**src/rtl/alu_op_sequencer_if.sv**
```systemverilog
// Request, ALU-drive and response signals of the ALU op sequencer.
// The slave modport is the sequencer side; master is its environment.
interface alu_op_sequencer_if;
  logic        reqValid;
  logic        reqReady;
  logic [2:0]  reqOp;
  logic [31:0] reqSrc1;
  logic [31:0] reqSrc2;
  logic [2:0]  aluCntrl;
  logic [31:0] aluSrc1;
  logic [31:0] aluSrc2;
  logic [63:0] aluOut;
  logic        carryOut;
  logic        rspValid;
  logic        rspReady;
  logic [63:0] rspData;
  logic        rspCarry;
  logic        rspDivZero;
  logic        rspErr;
  logic        busy;

  modport slave (
    input  reqValid, reqOp, reqSrc1, reqSrc2, aluOut, carryOut, rspReady,
    output reqReady, aluCntrl, aluSrc1, aluSrc2, rspValid, rspData,
           rspCarry, rspDivZero, rspErr, busy
  );

  modport master (
    output reqValid, reqOp, reqSrc1, reqSrc2, aluOut, carryOut, rspReady,
    input  reqReady, aluCntrl, aluSrc1, aluSrc2, rspValid, rspData,
           rspCarry, rspDivZero, rspErr, busy
  );
endinterface

```
**src/rtl/alu_op_sequencer.sv**
```systemverilog
// Issue stage for the 32-bit ALU: one op at a time, division done here as
// repeated subtraction through the ALU subtract op.
module alu_op_sequencer #(
  parameter int DIV_ITER_LIMIT = 1024
) (
  input logic               Clock,
  input logic               Reset_n,
  alu_op_sequencer_if.slave bus
);

  typedef enum logic [2:0] {
    IDLE, ISSUE, CAPTURE, DIV_CHECK, DIV_SUB, DIV_CAP, RESP
  } state_t;

  localparam logic [2:0] OP_SUB = 3'd1;
  localparam logic [2:0] OP_DIV = 3'd3;

  state_t      state_reg, state_next;
  logic [2:0]  op_reg;
  logic [31:0] src1_reg, src2_reg, rem_reg, quo_reg;
  logic [63:0] rsp_data_reg;
  logic        rsp_carry_reg, rsp_div_zero_reg, rsp_err_reg;
  logic [2:0]  alu_cntrl;
  logic [31:0] alu_src1, alu_src2;
  logic        carry_op;
  logic        at_limit;

  assign carry_op = (op_reg == 3'd0) || (op_reg == 3'd1) ||
                    (op_reg == 3'd4) || (op_reg == 3'd5);
  assign at_limit = (quo_reg == 32'(DIV_ITER_LIMIT));

  always_ff @(posedge Clock or negedge Reset_n) begin
    if (!Reset_n) state_reg <= IDLE;
    else          state_reg <= state_next;
  end

  // ALU inputs are decoded from state so they are valid during the issue
  // cycle itself; the ALU registers them on the edge leaving that state.
  always_comb begin
    state_next = state_reg;
    alu_cntrl  = 3'd0;
    alu_src1   = 32'd0;
    alu_src2   = 32'd0;
    case (state_reg)
      IDLE: begin
        if (bus.reqValid) begin
          if (bus.reqOp != OP_DIV)      state_next = ISSUE;
          else if (bus.reqSrc2 == 32'd0) state_next = RESP;
          else                           state_next = DIV_CHECK;
        end
      end
      ISSUE: begin
        alu_cntrl  = op_reg;
        alu_src1   = src1_reg;
        alu_src2   = src2_reg;
        state_next = CAPTURE;
      end
      CAPTURE: state_next = RESP;
      DIV_CHECK: begin
        if (rem_reg < src2_reg || at_limit) state_next = RESP;
        else                                state_next = DIV_SUB;
      end
      DIV_SUB: begin
        alu_cntrl  = OP_SUB;
        alu_src1   = rem_reg;
        alu_src2   = src2_reg;
        state_next = DIV_CAP;
      end
      DIV_CAP: state_next = DIV_CHECK;
      RESP: begin
        if (bus.rspReady) state_next = IDLE;
      end
      default: state_next = IDLE;
    endcase
  end

  always_ff @(posedge Clock or negedge Reset_n) begin
    if (!Reset_n) begin
      op_reg           <= 3'd0;
      src1_reg         <= 32'd0;
      src2_reg         <= 32'd0;
      rem_reg          <= 32'd0;
      quo_reg          <= 32'd0;
      rsp_data_reg     <= 64'd0;
      rsp_carry_reg    <= 1'b0;
      rsp_div_zero_reg <= 1'b0;
      rsp_err_reg      <= 1'b0;
    end else begin
      case (state_reg)
        IDLE: begin
          if (bus.reqValid) begin
            op_reg           <= bus.reqOp;
            src1_reg         <= bus.reqSrc1;
            src2_reg         <= bus.reqSrc2;
            rsp_carry_reg    <= 1'b0;
            rsp_div_zero_reg <= 1'b0;
            rsp_err_reg      <= 1'b0;
            if (bus.reqOp == OP_DIV) begin
              if (bus.reqSrc2 == 32'd0) begin
                rsp_data_reg     <= {bus.reqSrc1, 32'hFFFF_FFFF};
                rsp_div_zero_reg <= 1'b1;
              end else begin
                rem_reg <= bus.reqSrc1;
                quo_reg <= 32'd0;
              end
            end
          end
        end
        CAPTURE: begin
          rsp_data_reg  <= bus.aluOut;
          rsp_carry_reg <= carry_op ? bus.carryOut : 1'b0;
        end
        DIV_CHECK: begin
          // Limit is tested before any further subtract, so quo stops at it.
          if (rem_reg < src2_reg) begin
            rsp_data_reg <= {rem_reg, quo_reg};
          end else if (at_limit) begin
            rsp_data_reg <= {rem_reg, quo_reg};
            rsp_err_reg  <= 1'b1;
          end
        end
        DIV_CAP: begin
          rem_reg <= bus.aluOut[31:0];
          quo_reg <= quo_reg + 32'd1;
        end
        default: ;
      endcase
    end
  end

  assign bus.reqReady   = (state_reg == IDLE);
  assign bus.rspValid   = (state_reg == RESP);
  assign bus.busy       = (state_reg != IDLE);
  assign bus.aluCntrl   = alu_cntrl;
  assign bus.aluSrc1    = alu_src1;
  assign bus.aluSrc2    = alu_src2;
  assign bus.rspData    = rsp_data_reg;
  assign bus.rspCarry   = rsp_carry_reg;
  assign bus.rspDivZero = rsp_div_zero_reg;
  assign bus.rspErr     = rsp_err_reg;

endmodule
```
**src/flat_wrapper.sv**
```systemverilog
// flat-port wrapper written by rule: the top's interface ports become plain ports
module alu_op_sequencer_flat 
#(
  parameter int DIV_ITER_LIMIT = 1024
)
  (Clock, Reset_n, bus_reqValid, bus_reqOp, bus_reqSrc1, bus_reqSrc2, bus_aluOut, bus_carryOut, bus_rspReady, bus_reqReady, bus_aluCntrl, bus_aluSrc1, bus_aluSrc2, bus_rspValid, bus_rspData, bus_rspCarry, bus_rspDivZero, bus_rspErr, bus_busy);
  alu_op_sequencer_if bus_i ();
  input logic Clock;
  input logic Reset_n;
  input wire logic [$bits(bus_i.reqValid)-1:0] bus_reqValid;
  input wire logic [$bits(bus_i.reqOp)-1:0] bus_reqOp;
  input wire logic [$bits(bus_i.reqSrc1)-1:0] bus_reqSrc1;
  input wire logic [$bits(bus_i.reqSrc2)-1:0] bus_reqSrc2;
  input wire logic [$bits(bus_i.aluOut)-1:0] bus_aluOut;
  input wire logic [$bits(bus_i.carryOut)-1:0] bus_carryOut;
  input wire logic [$bits(bus_i.rspReady)-1:0] bus_rspReady;
  output wire logic [$bits(bus_i.reqReady)-1:0] bus_reqReady;
  output wire logic [$bits(bus_i.aluCntrl)-1:0] bus_aluCntrl;
  output wire logic [$bits(bus_i.aluSrc1)-1:0] bus_aluSrc1;
  output wire logic [$bits(bus_i.aluSrc2)-1:0] bus_aluSrc2;
  output wire logic [$bits(bus_i.rspValid)-1:0] bus_rspValid;
  output wire logic [$bits(bus_i.rspData)-1:0] bus_rspData;
  output wire logic [$bits(bus_i.rspCarry)-1:0] bus_rspCarry;
  output wire logic [$bits(bus_i.rspDivZero)-1:0] bus_rspDivZero;
  output wire logic [$bits(bus_i.rspErr)-1:0] bus_rspErr;
  output wire logic [$bits(bus_i.busy)-1:0] bus_busy;
  assign bus_i.reqValid = bus_reqValid;
  assign bus_i.reqOp = bus_reqOp;
  assign bus_i.reqSrc1 = bus_reqSrc1;
  assign bus_i.reqSrc2 = bus_reqSrc2;
  assign bus_i.aluOut = bus_aluOut;
  assign bus_i.carryOut = bus_carryOut;
  assign bus_i.rspReady = bus_rspReady;
  assign bus_reqReady = bus_i.reqReady;
  assign bus_aluCntrl = bus_i.aluCntrl;
  assign bus_aluSrc1 = bus_i.aluSrc1;
  assign bus_aluSrc2 = bus_i.aluSrc2;
  assign bus_rspValid = bus_i.rspValid;
  assign bus_rspData = bus_i.rspData;
  assign bus_rspCarry = bus_i.rspCarry;
  assign bus_rspDivZero = bus_i.rspDivZero;
  assign bus_rspErr = bus_i.rspErr;
  assign bus_busy = bus_i.busy;
  alu_op_sequencer #(.DIV_ITER_LIMIT(DIV_ITER_LIMIT)) u_core (.Clock(Clock), .Reset_n(Reset_n), .bus(bus_i));
endmodule
```
**config.mk**
```make
export PLATFORM = sky130hd
export DESIGN_NAME = alu_op_sequencer_flat
export DESIGN_NICKNAME = d
export VERILOG_FILES = /design/src/rtl/alu_op_sequencer_if.sv /design/src/rtl/alu_op_sequencer.sv /design/src/flat_wrapper.sv
export SDC_FILE = /design/constraint.sdc
export NUM_CORES = 1
export LEC_CHECK = 0
export CAP_MARGIN = 20
export CORE_MARGIN = 1.5
export CORE_UTILIZATION = 30
export DETAILED_ROUTE_END_ITERATION = 10
export PLACE_DENSITY = 0.57
export SLEW_MARGIN = 20
export SYNTH_ARGS = -nofsm -noshare
export SYNTH_HDL_FRONTEND = slang
export SYNTH_SLANG_ARGS = --single-unit
```
**constraint.sdc**
```tcl
create_clock -name Clock -period 6.14 [get_ports Clock]
set_input_delay 1.228 -clock Clock [delete_from_list [all_inputs] [get_ports Clock]]
set_output_delay 1.228 -clock Clock [all_outputs]
set_load 0.02 [all_outputs]
```
; After elaboration in Yosys (flattened, before gate mapping)
; Index checks and enable logic that the tools add are counted.
[totals]
register_bits = 201
in_bits = 136
output_inout_bits = 137
word_cells = 82
[op_classes]
add_sub_neg = 1
n_lt_le_gt_ge = 1
eq_ne = 20
mux = 31
n_reduce_logical = 19
[ops]
columns = cell, n
row1 = $mux 64, 5
row2 = $mux 32, 7
row3 = $pmux 32 s2, 3
row4 = $pmux 64 s3, 1
row5 = $add 32x1->32 const B, 1
row6 = $eq 32x11->1 const B, 1
row7 = $logic_not 32->1, 1
row8 = $lt 32x32->1, 1
row9 = $pmux 3 s7, 1
row10 = $eq 3x3->1 const B, 5
row11 = $mux 3, 4
row12 = $eq 3x2->1 const B, 3
row13 = $ne 2x2->1 const B, 4
row14 = $reduce_and 4->1, 2
row15 = $eq 3x1->1 const B, 2
row16 = $logic_not 3->1, 2
row17 = $mux 1, 6
row18 = $ne 2x1->1 const B, 3
row19 = $pmux 3 s2, 1
row20 = $reduce_and 2->1, 3
row21 = $reduce_bool 2->1, 3
row22 = $reduce_bool 3->1, 2
row23 = $reduce_and 5->1, 1
row24 = $logic_or 1x1->1, 4
row25 = 5 further kinds, 6

; Longest topological paths before layout
; Gate-level depths: netlist (run 1).
[depth]
depth_word = 6
mapped_depth = 11
depth_no_buf = 9

; Worst setup path before layout (run 1)
; No wires, ideal clock.
[synth_path]
path_kind = reg-to-output
start = register u_core.state_reg[2]
end = output port bus_aluSrc1[25]
t_arrival_ns = 1.911
t_required_ns = 4.912
setup_slack_ns = 3.001
stages_incl_launch_ff = 6
n_path_buf = 3
path_cell_list = dfrtp_1 -> clkbuf_1 -> clkbuf_1 -> nor3b_1 -> clkbuf_1 -> a22o_1
[synth_via]
elab_chain_cells = 2
word_cells_on_any_way = 3
cone_classes = eq/ne: 2 / mux: 1
[synth_rtl]
columns = element, line
row1 = from (decl), alu_op_sequencer.sv:18  ; state_t state_reg, state_next;
row2 = from (signal assigned), alu_op_sequencer.sv:34  ; else state_reg <= state_next;
row3 = $eq 3x3->1 / $eq 3x1->1 (equally long branches), alu_op_sequencer.sv:44  ; case (state_reg)
row4 = $pmux 32 s2 (*), alu_op_sequencer.sv:44
row5 = to (decl), flat_wrapper.sv:19  ; output wire logic [$bits(bus_i.aluSrc1)-1:0] bus_aluSrc1;
; Mark *: on every way between the ends. The rest lies on a longest branch, timed or not.

; Worst setup path after layout (run 1)
[layout_path]
start = register u_core.state_reg[0]
end = output port bus_aluCntrl[0]
[layout_via]
elab_chain_cells = 2
word_cells_on_any_way = 3
cone_classes = eq/ne: 2 / mux: 1
[layout_rtl]
columns = element, line
row1 = $eq 3x3->1 / $eq 3x1->1 (equally long branches), alu_op_sequencer.sv:44
row2 = $pmux 3 s2 (*), alu_op_sequencer.sv:44
row3 = to (decl), flat_wrapper.sv:18  ; output wire logic [$bits(bus_i.aluCntrl)-1:0] bus_aluCntrl;
; Marked as above.

==> results of run 1 <==
-- Yosys cell counts, types with 4 or more instances --
| cell | instances | area, um^2 |
|---|---|---|
| nand2_1 | 279 | 1050 |
| dfrtp_1 | 201 | 5030 |
| o21ai_0 | 89 | 445 |
| nor2_1 | 75 | 282 |
| a31oi_1 | 70 | 438 |
| clkbuf_1 | 68 | 255 |
| mux2i_1 | 64 | 641 |
| a21oi_1 | 51 | 255 |
| inv_1 | 38 | 143 |
| nor3_1 | 37 | 185 |
| ha_1 | 33 | 413 |
| a22o_1 | 32 | 280 |
| mux2_1 | 30 | 338 |
| nor4_1 | 20 | 125 |
| nand4_1 | 14 | 87.6 |
| xor2_1 | 14 | 123 |
| nand3_1 | 13 | 65.1 |
| xnor2_1 | 8 | 70.1 |
| and2_1 | 6 | 37.5 |
| and3_1 | 6 | 37.5 |
| buf_2 | 6 | 30.0 |
| buf_1 | 5 | 18.8 |
| buf_4 | 4 | 30.0 |
-- cell families (layout without fill, tap and decap cells) --
family                   Yosys count  in the layout  synth area share (%)
AND/OR/NAND/NOR                  461            461                  18.3
flip-flops                       201            201                  47.2
buffers and inverters            122            367                  4.50
XOR/XNOR                          22             22                  1.81
multiplexers                      96             96                  9.39
adder cells (fa/ha/maj)           33             33                  3.87
AO/OA/AOI/OAI                    260            260                  15.0
-- worst max-delay path by stage --
stage | slack, ns | startpoint | depth (start not counted) | endpoint
after floorplan | 3.00 | u_core.state_reg[2]$_DFFE_PN0P_ | 5 | bus_aluSrc1[25]
after global placement | 1.23 | bus_reqSrc2[17] | 9 | u_core.bus.rspData[45]$_DFFE_PN0P_
after detailed placement | 1.23 | bus_reqSrc2[1] | 9 | u_core.bus.rspData[48]$_DFFE_PN0P_
after CTS | 1.0 | u_core.state_reg[0]$_DFFE_PN0P_ | 6 | bus_aluCntrl[0]
after global routing | 0.83 | u_core.state_reg[0]$_DFFE_PN0P_ | 6 | bus_aluSrc2[0]
final | 1.05 | u_core.state_reg[0]$_DFFE_PN0P_ | 6 | bus_aluCntrl[0]
-- power breakdown --
| group | internal, mW | leakage [nW] | switching, mW |
|---|---|---|---|
| logic | 1.81 | 3.39 | 2.49 |
| clock network | 0.842 | 0.378 | 0.564 |
| registers | 1.91 | 2.44 | 0.486 |
-- metal layers --
layer | track usage (%) | vias to the layer above | share of wire, %
met5 | 0 | - | 0
met4 | 5.50 | 0 | 2.2
li1 | - | 4627 | -
met1 | 29.8 | 4781 | 46
met3 | 2.28 | 47 | 5.2
met2 | 34.7 | 298 | 47
-- metrics by stage --
step	instances	power (mW)	setup slack, ns
after floorplan	1195	4.87	3.00
after global placement	1853	6.63	1.23
after detailed placement	1853	6.72	1.23
after CTS	1894	8.15	0.999
after global routing	1895	8.67	0.827
final	1895	8.11	1.05
-- critical path: stages (launching register included) --
cell and delay [ns]:
dfrtp_4 0.76, buf_4 0.80, xnor2_2 0.46, buf_4 0.35, nor2_1 0.14, o21a_1 0.13, clkdlybuf4s50_1 0.66
-- final cells by class --
class / instances / area [um^2] / area share, %
multi-input cells: 872 / 5210 / 35.7
well taps: 455 / 569 / 3.90
clock inverters: 4 / 45.0 / 0.309
clock buffers: 37 / 721 / 4.94
flip-flops and latches: 201 / 5030 / 34.5
inverters: 39 / 146 / 1.00
repair buffers: 287 / 2870 / 19.7
==> impl_metrics.py, run 1 <==
metrics = {
    "run_status": {
        "outcome": "completed",
    },
    "floorplan": {
        "start_util_pct": 30.6,
        "fp.dieArea_mm2": 0.0367,
        "die_h_um": 192,
        "die_w_um": 192,
        "fp-row-count": 68,
        "core_area_mm2": 0.0348,
        "boundaryPins": 273,
    },
    "clock_tree": {
        "tritoncts": "done",
        "cts.path.max_buffers": 3,
        "insertion_delay_ns": 0.52,
        "post_cts_buffers": 0,
        "cts.htree.levels": 1,
        "cts.sinks": 201,
        "clk_pin_slew_worst_paths_ns": 0.06,
        "cts_hold_buf": 0,
        "root_buffer": "clkbuf_16",
        "cts_buffers": 24,
        "cts_resized": 0,
    },
    "grt": {
        "grt-ovfl-total": 0,
        "grt_max_degree": 111,
        "grtUsageTotal_pct": 21.2,
        "grt_first_pass_wirelength_um": 59500,
        "antenna_found_initial": 0,
        "grt_pass1_vias": 9789,
    },
    "place": {
        "place_congestion": 0.845,
        "portBuffers": 272,
        "dp_hpwl_um": 28200,
        "dpl_cell_area_mm2": 0.0138,
    },
    "sta": {
        "fin_crit_ns": 5.09,
        "rsz0062_at_grt": "no",
        "setup_viol": 0,
        "slew_headroom_pct": 28.8,
        "max_freq_ghz": 0.196,
        "setup_tns_ns": 0,
        "fin_crit_sh_pct": 82.9,
        "finClkSkew_ns": 0.0118,
        "slew_violations": 0,
        "final_hold_viol_count": 0,
        "timing.hold.ws_ns": 0.476,
        "worst_pin_slew_ns": 1.05,
    },
    "finish": {
        "final_common_cell": "nand2_1",
        "layout-drive-gt1-share_pct": 4.86,
        "nFillCells": 3477,
        "largest_reg_flops": 64,
        "final_area_mm2": 0.0146,
        "layout_common_cells": "277 x nand2_1, 271 x clkdlybuf4s50_1, 200 x dfrtp_1, 89 x o21ai_0, 75 x nor2_1",
        "diodes": 0,
        "synthToLayoutAreaGrowth_pct": 36.9,
        "fin_nets": 1594,
        "final_util_pct": 42.0,
    },
    "synthesis": {
        "netlist_instances": 1195,
        "yosys_warnings": 0,
        "syn-cell-area_mm2": 0.0107,
        "synth_area_per_cell_um2": 8.92,
        "ys_seq_area_share_pct": 47.2,
        "async_flop_share_pct": 100,
        "synth_ff_type": "dfrtp_1",
        "syn_nets": 1364,
        "synth_edf_count": 0,
        "yosysUniqueCellTypes": 46,
        "ys_ff_latch": 201,
    },
    "routing": {
        "drt-initial-drc-count": 817,
        "dr.pass1.iters": 6,
        "via_per_inst": 5.15,
        "vias": 9753,
        "wirelength_um": 39300,
        "wl_per_cell_um": 20.7,
        "ant_nets": 0,
        "drc": 0,
    },
    "critical_path": {
        "r2r_cells": 9,
        "crit_type": "flop to output pin",
        "path_max_fanout": 44,
        "end_kind": "output pin",
        "cp-start-kind": "flop",
        "arrival_ns": 3.86,
        "timing.rr.start": "u_core.rem_reg[23]$_DFFE_PN0P_",
        "cp.required_ns": 4.91,
        "r2r-end": "u_core.bus.rspData[53]$_DFFE_PN0P_",
        "reg2reg_slack_ns": 1.80,
    },
    "hold_path": {
        "hold_start": "u_core.src1_reg[14]$_DFFE_PN0P_",
        "hp-class": "flop to flop",
        "holdPathStages": 2,
        "hold_path_end": "u_core.src1_reg[14]$_DFFE_PN0P_",
    },
    "flow_run": {
        "drv_cap": 0,
    },
    "pwr": {
        "leakage_nw": 6.21,
        "power.density_mw_per_mm2": 555,
        "ir_worst_vdd_v": 0.000250,
    },
}
Note: power is estimated with default switching activity, not from simulation.
==> run 2: changes to the inputs <==
--- a/config.mk
+++ b/config.mk
@@ -9,7 +9,7 @@
 export CORE_MARGIN = 1.5
 export CORE_UTILIZATION = 30
 export DETAILED_ROUTE_END_ITERATION = 10
-export PLACE_DENSITY = 0.57
+export PLACE_DENSITY = 0.59
 export SLEW_MARGIN = 20
 export SYNTH_ARGS = -nofsm -noshare
 export SYNTH_HDL_FRONTEND = slang
==> constraint.sdc (replaced) <==
create_clock -name Clock -period 4.6 [get_ports Clock]
set_input_delay 0.92 -clock Clock [delete_from_list [all_inputs] [get_ports Clock]]
set_output_delay 0.92 -clock Clock [all_outputs]
set_load 0.02 [all_outputs]
==> run 2 against run 1 <==
Clock-buffer cell count fell by 1. Sequential cell count did not move. Global-route usage fell by 0.27 points. First-iteration DRC count fell by 5.8%. Critical endpoint is now bus_aluSrc1[2]. Sequential share of layout area fell by 0.26 points. Setup slack got worse by 0.25 ns. Sequential power rose by 34%. Final cell count rose by 0.53%. Utilization rose by 0.32 points. Clock power rose by 38%. Register-to-register slack got worse by 0.52 ns.
==> impl_metrics.py, run 2 (synthesis gave the netlist of run 1 again) <==
metrics = {
    "critical_path": {
        "critical_path.n_buffers_inverters": 2,
        "arrival_ns": 2.88,
        "end_kind": "output pin",
        "max_stage_delay_ns": 0.82,
        "crit_start": "u_core.state_reg[2]$_DFFE_PN0P_",
        "critical-path-top-delay-family": "buffers and inverters",
        "crit_slowest_cell": "dfrtp_1",
        "path_cells": "nor3b_2 -> buf_4 -> a22o_1 -> clkdlybuf4s50_1",
        "timing.rr.start": "u_core.rem_reg[23]$_DFFE_PN0P_",
        "path_max_fanout": 23,
        "cp.required_ns": 3.68,
        "crit_type": "flop to output pin",
        "cp-start-kind": "flop",
    },
    "finish": {
        "instances_no_fill": 1905,
        "final_common_cell": "nand2_1",
        "fin_nets": 1602,
        "final_util_pct": 42.3,
        "largest_reg_flops": 64,
        "final_area_mm2": 0.0147,
        "layout_common_cells": "277 x nand2_1, 271 x clkdlybuf4s50_1, 199 x dfrtp_1, 89 x o21ai_0, 75 x nor2_1",
        "nFillCells": 3403,
        "diodes": 0,
        "synthToLayoutAreaGrowth_pct": 38.0,
        "layout-drive-gt1-share_pct": 5.86,
    },
    "grt": {
        "grt_pass1_vias": 9684,
        "grt-ovfl-total": 0,
        "grt_first_pass_wirelength_um": 58700,
        "antenna_found_initial": 0,
        "grt_max_degree": 116,
        "grtUsageTotal_pct": 21.0,
    },
    "floorplan": {
        "die_h_um": 192,
        "die_w_um": 192,
        "core_area_mm2": 0.0348,
        "fp.dieArea_mm2": 0.0367,
        "start_util_pct": 30.6,
        "boundaryPins": 273,
        "fp-row-count": 68,
    },
    "clock_tree": {
        "cts.sinks": 201,
        "cts_hold_buf": 0,
        "cts.htree.levels": 1,
        "tritoncts": "done",
        "cts.path.max_buffers": 3,
        "cts_resized": 0,
        "cts_buffers": 25,
        "post_cts_buffers": 0,
        "insertion_delay_ns": 0.53,
        "root_buffer": "clkbuf_16",
        "clk_pin_slew_worst_paths_ns": 0.06,
    },
    "sta": {
        "rsz0062_at_grt": "no",
        "fin_crit_ns": 3.80,
        "final_hold_viol_count": 0,
        "slew_headroom_pct": 33.4,
        "max_freq_ghz": 0.263,
        "setup_ws_ns": 0.801,
        "timing.hold.ws_ns": 0.471,
        "setup_tns_ns": 0,
        "setup_viol": 0,
        "fin_crit_sh_pct": 82.6,
        "slew_violations": 0,
        "finClkSkew_ns": 0.0151,
        "worst_pin_slew_ns": 0.999,
    },
    "hold_path": {
        "hp-class": "flop to flop",
        "hold_start": "u_core.op_reg[2]$_DFFE_PN0P_",
    },
    "pwr": {
        "leakage_nw": 6.28,
        "ir_worst_vdd_v": 0.000351,
        "power.density_mw_per_mm2": 739,
        "power_mw": 10.9,
    },
    "place": {
        "portBuffers": 272,
        "dp_hpwl_um": 28600,
        "dpl_cell_area_mm2": 0.0139,
        "place_congestion": 0.837,
        "dpl_worst_slack_ns": 0.677,
        "dp_cells": 1861,
    },
    "routing": {
        "drt-initial-drc-count": 770,
        "via_per_inst": 5.17,
        "wirelength_um": 38900,
        "ant_nets": 0,
        "vias": 9857,
        "wl_per_cell_um": 20.4,
        "drc": 0,
        "dr.pass1.iters": 5,
    },
    "run_status": {
        "outcome": "completed",
    },
    "flow_run": {
        "drv_cap": 0,
    },
}
run 2: path summary, 6_finish.rpt:
kind	endpoint	slack (ns)	cells past startpoint
worst max-delay path	bus_aluSrc1[2]	0.80	4
worst min register to register	u_core.op_reg[2]$_DFFE_PN0P_	0.47	2
worst max register to register	u_core.bus.rspData[33]$_DFFE_PN0P_	1.28	10
min in group asynchronous	u_core.src2_reg[8]$_DFFE_PN0P_	0.58	1
worst min-delay path	u_core.op_reg[2]$_DFFE_PN0P_	0.47	2
max in group asynchronous	u_core.rem_reg[2]$_DFFE_PN0P_	3.05	2
run 2: power by group:
part	leakage, nW	switching, mW	internal (mW)	total, mW
clock network	0.411	0.775	1.17	1.95
logic	3.43	3.28	2.43	5.71
registers	2.44	0.670	2.55	3.22
total	6.28	4.72	6.15	10.9
run 2: cell type report:
class | instances | area (um^2) | share of cell area, %
inverter | 39 | 146 | 0.995
timing repair buffer | 294 | 2930 | 19.9
multi-input combinational | 872 | 5220 | 35.5
sequential | 201 | 5030 | 34.2
tap | 455 | 569 | 3.87
clock inverter | 8 | 68.8 | 0.468
clock buffer | 36 | 747 | 5.08
run 2: worst reg2reg max path, stage by stage, from the launching register on:
cell and delay, ns:
dfrtp_1 0.48, ha_1 0.34, nand4_1 0.13, nor3_1 0.49, nand2_1 0.15, o41ai_1 0.39
buf_4 0.20, o21ai_4 0.06, nand2_2 0.33, buf_12 0.26, mux2_1 0.36
run 2: per-layer routing:
| metal | vias up | share of wire [%] | GRT usage, % | routed length [um] |
|---|---|---|---|---|
| li1 | 4645 | - | - | - |
| met1 | 4823 | 46 | 29.5 | 17900 |
| met2 | 327 | 45 | 32.8 | 17500 |
| met3 | 62 | 6.2 | 3.67 | 2420 |
| met4 | 0 | 2.6 | 6.04 | 1010 |
| met5 | - | 0 | 0 | 0 |
